**src/rtl/mux4_rr_arbiter_if.sv**
```systemverilog
// mux4_rr_arbiter_if: request/ack inputs and select/grant outputs of the round-robin mux arbiter
interface mux4_rr_arbiter_if;
  logic [3:0] req;
  logic       ack;
  logic       s0;
  logic       s1;
  logic [3:0] gnt;
  logic       busy;
  modport master(output req, ack, input s0, s1, gnt, busy);
  modport slave(input req, ack, output s0, s1, gnt, busy);
endinterface

```
**src/rtl/mux4_rr_arbiter.sv**
```systemverilog
// mux4_rr_arbiter: round-robin grant sequencer with per-grant ack quota driving a 4-to-1 mux select
module mux4_rr_arbiter #(
  parameter int MAX_HOLD = 8,
  parameter int CNT_W    = 8
) (
  input logic clk,
  input logic rst,
  mux4_rr_arbiter_if.slave bus
);
  typedef enum logic {IDLE, GRANT} state_t;
  state_t state, state_n;
  logic [3:0] gnt, gnt_n;
  logic [1:0] sel, sel_n, last, last_n, base, w;
  logic [CNT_W-1:0] cnt, cnt_n;
  logic rel;
  always_comb begin
    rel = state == GRANT && (!bus.req[sel] || (bus.ack && cnt == CNT_W'(MAX_HOLD - 1)));
    base = rel ? sel : last;
    w = base;
    // descending scan so the nearest requester after base wins
    for (int k = 4; k >= 1; k--) if (bus.req[base + 2'(k)]) w = base + 2'(k);
    last_n = base;
    state_n = state;
    gnt_n = gnt;
    sel_n = sel;
    cnt_n = cnt + CNT_W'(bus.ack);
    if (state == IDLE || rel) begin
      state_n = |bus.req ? GRANT : IDLE;
      gnt_n = |bus.req ? 4'b0001 << w : 4'b0000;
      sel_n = |bus.req ? w : sel;
      cnt_n = '0;
    end
  end
  always_ff @(posedge clk or posedge rst)
    if (rst) begin
      state <= IDLE;
      gnt <= '0;
      sel <= '0;
      last <= 2'd3;
      cnt <= '0;
    end else begin
      state <= state_n;
      gnt <= gnt_n;
      sel <= sel_n;
      last <= last_n;
      cnt <= cnt_n;
    end
  assign bus.gnt = gnt;
  assign bus.s0 = sel[0];
  assign bus.s1 = sel[1];
  assign bus.busy = |gnt;
endmodule

```
**src/flat_wrapper.sv**
```systemverilog
// flat-port wrapper written by rule: the top's interface ports become plain ports
module mux4_rr_arbiter_flat 
#(
  parameter int MAX_HOLD = 8,
  parameter int CNT_W    = 8
)
  (clk, rst, bus_req, bus_ack, bus_s0, bus_s1, bus_gnt, bus_busy);
  mux4_rr_arbiter_if bus_i ();
  input logic clk;
  input logic rst;
  input wire logic [$bits(bus_i.req)-1:0] bus_req;
  input wire logic [$bits(bus_i.ack)-1:0] bus_ack;
  output wire logic [$bits(bus_i.s0)-1:0] bus_s0;
  output wire logic [$bits(bus_i.s1)-1:0] bus_s1;
  output wire logic [$bits(bus_i.gnt)-1:0] bus_gnt;
  output wire logic [$bits(bus_i.busy)-1:0] bus_busy;
  assign bus_i.req = bus_req;
  assign bus_i.ack = bus_ack;
  assign bus_s0 = bus_i.s0;
  assign bus_s1 = bus_i.s1;
  assign bus_gnt = bus_i.gnt;
  assign bus_busy = bus_i.busy;
  mux4_rr_arbiter #(.MAX_HOLD(MAX_HOLD), .CNT_W(CNT_W)) u_core (.clk(clk), .rst(rst), .bus(bus_i));
endmodule
```
**config.mk**
```make
export PLATFORM = sky130hd
export DESIGN_NAME = mux4_rr_arbiter_flat
export DESIGN_NICKNAME = d
export VERILOG_FILES = /design/src/rtl/mux4_rr_arbiter_if.sv /design/src/rtl/mux4_rr_arbiter.sv /design/src/flat_wrapper.sv
export SDC_FILE = /design/constraint.sdc
export NUM_CORES = 1
export LEC_CHECK = 0
export ABC_CLOCK_PERIOD_IN_PS = 3100
export CORE_MARGIN = 8
export CORE_UTILIZATION = 40
export CTS_CLUSTER_DIAMETER = 60
export CTS_CLUSTER_SIZE = 40
export DETAILED_ROUTE_END_ITERATION = 7
export GPL_ROUTABILITY_DRIVEN = 0
export PLACE_DENSITY = 0.67
export SYNTH_ARGS = -nofsm -noshare
export SYNTH_HDL_FRONTEND = slang
export SYNTH_SLANG_ARGS = --single-unit
```
**constraint.sdc**
```tcl
create_clock -name clk -period 3.1 [get_ports clk]
set_input_delay 0.465 -clock clk [delete_from_list [all_inputs] [get_ports clk]]
set_output_delay 0.465 -clock clk [all_outputs]
set_load 0.005 [all_outputs]
```
### Word level (Yosys, flattened, before mapping)

Cells that the tools add are included.

| operators by class | value |
|---|---|
| add/sub/neg operators | 4 |
| multiply operators | 0 |
| divide/modulo/power cells | 0 |
| order comparisons | 4 |
| equal/unequal tests | 1 |
| shift operators | 1 |
| mux-type cells | 15 |
| bitwise operators | 1 |
| reductions and logical operators | 8 |

Operators with widths:

| operator | count |
|---|---|
| < comparator 2 x 3 -> 1 bit (second input constant) | 4 |
| adder 8 x 1 -> 8 bit | 1 |
| binary-select mux 1 bit (select 2 bit) | 4 |
| == test 8 x 3 -> 1 bit (second input constant) | 1 |
| 2-to-1 mux 2 bit | 4 |
| 2-to-1 mux 8 bit | 1 |
| OR reduction 4 bit | 2 |
| 2-to-1 mux 1 bit | 5 |
| adder 2 bit (second input constant) | 2 |
| 2-to-1 mux 4 bit | 1 |
| << shifter 1 x 2 -> 4 bit (first input constant) | 1 |
| adder 2 x 1 -> 2 bit (second input constant) | 1 |
| logical AND 1 bit | 2 |
| logical OR 1 bit | 2 |
| AND reduction 2 bit | 1 |
| logical NOT 1 bit | 1 |
| NOT 1 bit | 1 |

| storage, ports and cells | value |
|---|---|
| flip-flop bits (word level) | 17 |
| latch bits | 0 |
| memory bits (writable) | 0 |
| bits in read-only memories | 0 |
| input port bits | 7 |
| output and inout bits | 7 |
| logic and storage cells | 39 |
| memories kept | 0 |

### Depth between registers and ports, before layout

| depth | value |
|---|---|
| depth in word-level cells | 14 |
| depth in mapped cells | 9 |
| gate-level depth less buffers | 8 |

### Worst setup path after synthesis

No wires, ideal clock.

| timing path | value |
|---|---|
| kind | reg2reg |
| start point | register u_core.cnt[3] |
| end point | register u_core.gnt[3], in the netlist u_core.bus.gnt[3] |
| library setup time | 0.121 ns |
| arrival time | 2.406 ns |
| required time | 2.979 ns |
| path slack | 0.573 ns |
| stages on the path, launching flop included | 8 |
| buffers on the path | 0 |
| period minus slack after synthesis | 2.527 ns |
| cells stage by stage | dfrtp_1 > or3_4 > or4_4 > and3_4 > and2_4 > o211a_1 > or3_1 > a22o_1 |

| on the way | value |
|---|---|
| cells in the longest elaborated chain, start to end | 13 |
| elaborated cells on any way between the ends | 20 |
| classes of those cells | add/sub (3); eq/ne (1); shift (1); mux (11); reduce/logical (4) |

RTL lines:

| element | RTL line | source |
|---|---|---|
| from (decl) | mux4_rr_arbiter.sv:14 | `logic [CNT_W-1:0] cnt, cnt_n;` |
| from (signal assigned) | mux4_rr_arbiter.sv:46 | `cnt <= cnt_n;` |
| == test 8 x 3 -> 1 bit * | mux4_rr_arbiter.sv:17 | `rel = state == GRANT && (!bus.req[sel] \|\| (bus.ack && cnt == CNT_W'(MAX_HOLD - 1)));` |
| logical AND 1 bit * | mux4_rr_arbiter.sv:17 |  |
| logical OR 1 bit * | mux4_rr_arbiter.sv:17 |  |
| logical AND 1 bit * | mux4_rr_arbiter.sv:17 |  |
| 2-to-1 mux 2 bit | mux4_rr_arbiter.sv:18 | `base = rel ? sel : last;` |
| adder 2 bit | mux4_rr_arbiter.sv:21 | `for (int k = 4; k >= 1; k--) if (bus.req[base + 2'(k)]) w = base + 2'(k);` |
| binary-select mux 1 bit (select 2 bit) | mux4_rr_arbiter.sv:21 |  |
| 2-to-1 mux 1 bit (implied by the code) | mux4_rr_arbiter.sv:21 |  |
| 2-to-1 mux 2 bit (3 in a row) | mux4_rr_arbiter.sv:21 |  |
| << shifter 1 x 2 -> 4 bit | mux4_rr_arbiter.sv:29 | `gnt_n = \|bus.req ? 4'b0001 << w : 4'b0000;` |
| 2-to-1 mux 4 bit | mux4_rr_arbiter.sv:29 |  |
| to (signal assigned) | mux4_rr_arbiter.sv:43 | `gnt <= gnt_n;` |
| to (decl) | mux4_rr_arbiter.sv:12 | `logic [3:0] gnt, gnt_n;` |

Every way passes the cells marked *; elsewhere a longest branch is shown, timed or not. The select of a mux whose other input is x is not followed.
A chain may end at the register's enable or synchronous reset.

### Worst setup path in the final report

Ends and elaborated chain as after synthesis.

==> results.yml <==
finish:
  final-instance-count-excl-fill: 152
  top_library_cells_by_usage_in_the_layout_fill_and_taps_aside: "dfrtp_1, nor2_1, clkdlybuf4s50_1, nand2_1"
  mostFrequentLayoutCell: "dfrtp_1"
  design.final.nets: 132
  number_of_inserted_filler_cells_in_the_final_layout: 240
  insertedDiodeCount: 0
  area.growth.synth_to_final_pct: 23.1
  drive_above_1_share_pct: 15.6
yosys:
  synth_enable_flop_cells: 0
  synth_top_flop_cell: "dfrtp_1"
  post_synthesis_instance_area_um2: 973
  synth_top_area_share_pct: 38.6
  synthesis.instances: 102
  yosysTopAreaCell: "dfrtp_1"
  synth_async_sr_flop_share_pct: 100
  synthesis.yosys.warnings: 0
  number_of_library_cell_types_mapped_by_synthesis: 42
  seq_area_frac_synth_pct: 44.0
  synthTopCellsByArea: "dfrtp_1, dfstp_2, nor2_1, nand2_1, nand3_1"
  post_synth.cell_area_avg_um2: 9.54
  ys_ff_latch: 17
  syn-num-nets: 111
pwr:
  power_frac_seq_pct: 37.7
  intPower_mw: 0.581
  total_power_mw: 0.947
  p_switching_mw: 0.366
  power_frac_comb_pct: 49.6
  p_sw_share_pct: 38.6
  power.clock.fraction_pct: 12.8
  vdd_drop_max_v: 0.000575
  power_per_cell_area_nw_per_um2: 790
  power_leakage_nw: 0.534
clock_tree:
  cts_root_buf: "clkbuf_4"
  cts_hold_repair.buffers: 0
  clockBufferDepth: 2
  clkSinkCount: 17
  clk_pin_slew_worst_paths_ns: 0.11
  postCtsSetupBuffers: 0
  cts_htree_levels: 1
  cts_repair_resize_count: 0
  cts_tree: "yes"
  cts_buffers: 3
  clock_latency_ns: 0.29
route:
  wl_um: 2240
  route.vias.total: 852
  detail_route.iter0.violations: 24
  drt_drc_violations_left: 0
  ant_nets: 0
  wire_per_inst_um: 14.7
  first_pass_iters: 4
  via_per_inst: 5.61
placed_design:
  dp_hpwl_um: 1700
  place.detailed.instances: 148
  pre_cts_slack_ns: 0.148
  place.port_buffers: 13
setup_path:
  regToRegStartpoint: "u_core.cnt[3]"
  worst_path_max_delay_cell: "or4_4"
  cp_data_arrival_time_ns: 2.87
  timing.setup.critical_path_class: "reg2reg"
  cp_startpoint_kind: "register"
  crit_path_cell_chain: "or3_4 -> or4_4 -> and3_4 -> and2_4 -> o211a_1 -> or3_1 -> a22o_1"
  worst_setup_path_end_kind: "register"
  timing.critical_path.fanout_max: 5
  crit_path_max_incr_delay_ns: 0.52
  timing.critical_path.from: "u_core.cnt[3]"
  critPathRequiredTime_ns: 3.29
die:
  floorplan.rows: 18
  floorplan.die_area_um2: 4270
  die_y_um: 65.3
  design.core.area_um2: 2390
  pin_count: 14
  dieWidth_um: 65.3
  initial_core_util_pct: 40.8
flow_run:
  cap_violations: 0
timing:
  final.period_utilization_pct: 86.2
  timing.final.max_slew_violations: 0
  rsz_0062_raised_after_global_routing: "no"
  hold_violations: 0
  clock_period_minus_worst_slack_ns: 2.67
  fin_setup_tns_ns: 0
  setup-violations-final: 0
  clock.fmax_ghz: 0.374
  timing_worst_slew_pin_value_ns: 0.639
  fin_worst_setup_slack_ns: 0.428
  fin_hold_ws_ns: 0.527
  clock-skew-final_ns: 0.00895
  slew_headroom_pct: 57.3
global_route:
  grt_start_max_net_pins: 18
  vias_in_the_first_global_route: 881
  overflow_left_after_global_routing: 0
  antenna_violations_before_repair: 0
  grt_pass1_wl_um: 4040
  track_usage_pct: 11.5
min_path:
  worstHoldPathType: "reg2reg"
  hold_path_startpoint: "u_core.bus.gnt[1]"
run_status:
  run_status: "finished clean"
layer usage:
metal	wire length (um)	global-route usage [%]	up-vias	part of all wire [%]
li1	-	-	415	-
met1	1050	13.2	400	47
met2	1050	19.4	31	47
met3	114	4.42	6	5.1
met4	30	3.27	0	1.3
met5	0	0	-	0
logic make-up (layout without fill, tap and decap cells):
| kind of cell | after synthesis | count (layout) | share of synthesized area, % |
|---|---|---|---|
| and+or+nand+nor | 48 | 48 | 26.9 |
| AOI/OAI and AO/OA | 19 | 19 | 14.8 |
| DFF | 17 | 17 | 44.0 |
| buffers and inverters | 8 | 28 | 3.08 |
| xor gates and xnor gates | 6 | 6 | 5.40 |
| adders and majority gates | 2 | 2 | 2.57 |
| muxes | 2 | 2 | 3.34 |
registers in the layout, summed over array words and instances, names as in the netlist:
signal,flops
u_core.bus.gnt,4
u_core.cnt,8
u_core.last,2
u_core.sel,2
u_core.state,1
final timing paths:
kind	depth (start not counted)	slack [ns]	endpoint
max	7	0.43	u_core.bus.gnt[3]
min	2	0.53	u_core.bus.gnt[1]
max in group asynchronous	2	2.14	u_core.state
min reg2reg	2	0.53	u_core.bus.gnt[1]
max reg2reg	7	0.43	u_core.bus.gnt[3]
min in group asynchronous	2	0.54	u_core.cnt[2]
cell type report:
class / instances / area (um2) / area share (%)
multi-input combinational: 77 / 515 / 43.0
sequential: 17 / 428 / 35.7
timing repair buffer: 18 / 168 / 14.0
tap: 30 / 37.5 / 3.13
clock buffer: 3 / 22.5 / 1.88
inverter: 6 / 22.5 / 1.88
clock inverter: 1 / 5.00 / 0.418
worst max-delay path: cells and delay by family, from the launching register on:
kind | cells | cell delay (ns)
DFF | 1 | 0.43
and+or+nand+nor | 5 | 1.72
AOI/OAI and AO/OA | 2 | 0.42
power groups by stage:
| stage | registers (mW) | logic [mW] | clock network (mW) |
|---|---|---|---|
| 6_report | 0.357 | 0.470 | 0.121 |
| 5_1_grt | 0.368 | 0.522 | 0.134 |
| 4_1_cts | 0.357 | 0.472 | 0.126 |
| 3_5_place_dp | 0.361 | 0.467 | 0 |
| 3_3_place_gp | 0.359 | 0.462 | 0 |
| 2_1_floorplan | 0.335 | 0.315 | 0 |
Yosys cell counts (2+ instances only):
| cell type | number |
|---|---|
| clkbuf_1 | 2 |
| nor2_1 | 13 |
| a22o_1 | 2 |
| ha_1 | 2 |
| xnor2_1 | 3 |
| nand3_1 | 6 |
| nor3_1 | 4 |
| dfrtp_1 | 15 |
| inv_1 | 6 |
| a21oi_1 | 4 |
| and3_1 | 2 |
| dfstp_2 | 2 |
| xor2_1 | 3 |
| nand2_1 | 10 |
metrics by stage:
stage | area (um2) | util, %
4_1_cts | 1200 | 50.2
3_5_place_dp | 1170 | 49.1
6_report | 1200 | 50.2
3_3_place_gp | 1170 | 49.1
5_1_grt | 1200 | 50.2
2_1_floorplan | 973 | -
Power figures use the tool's default switching activity.
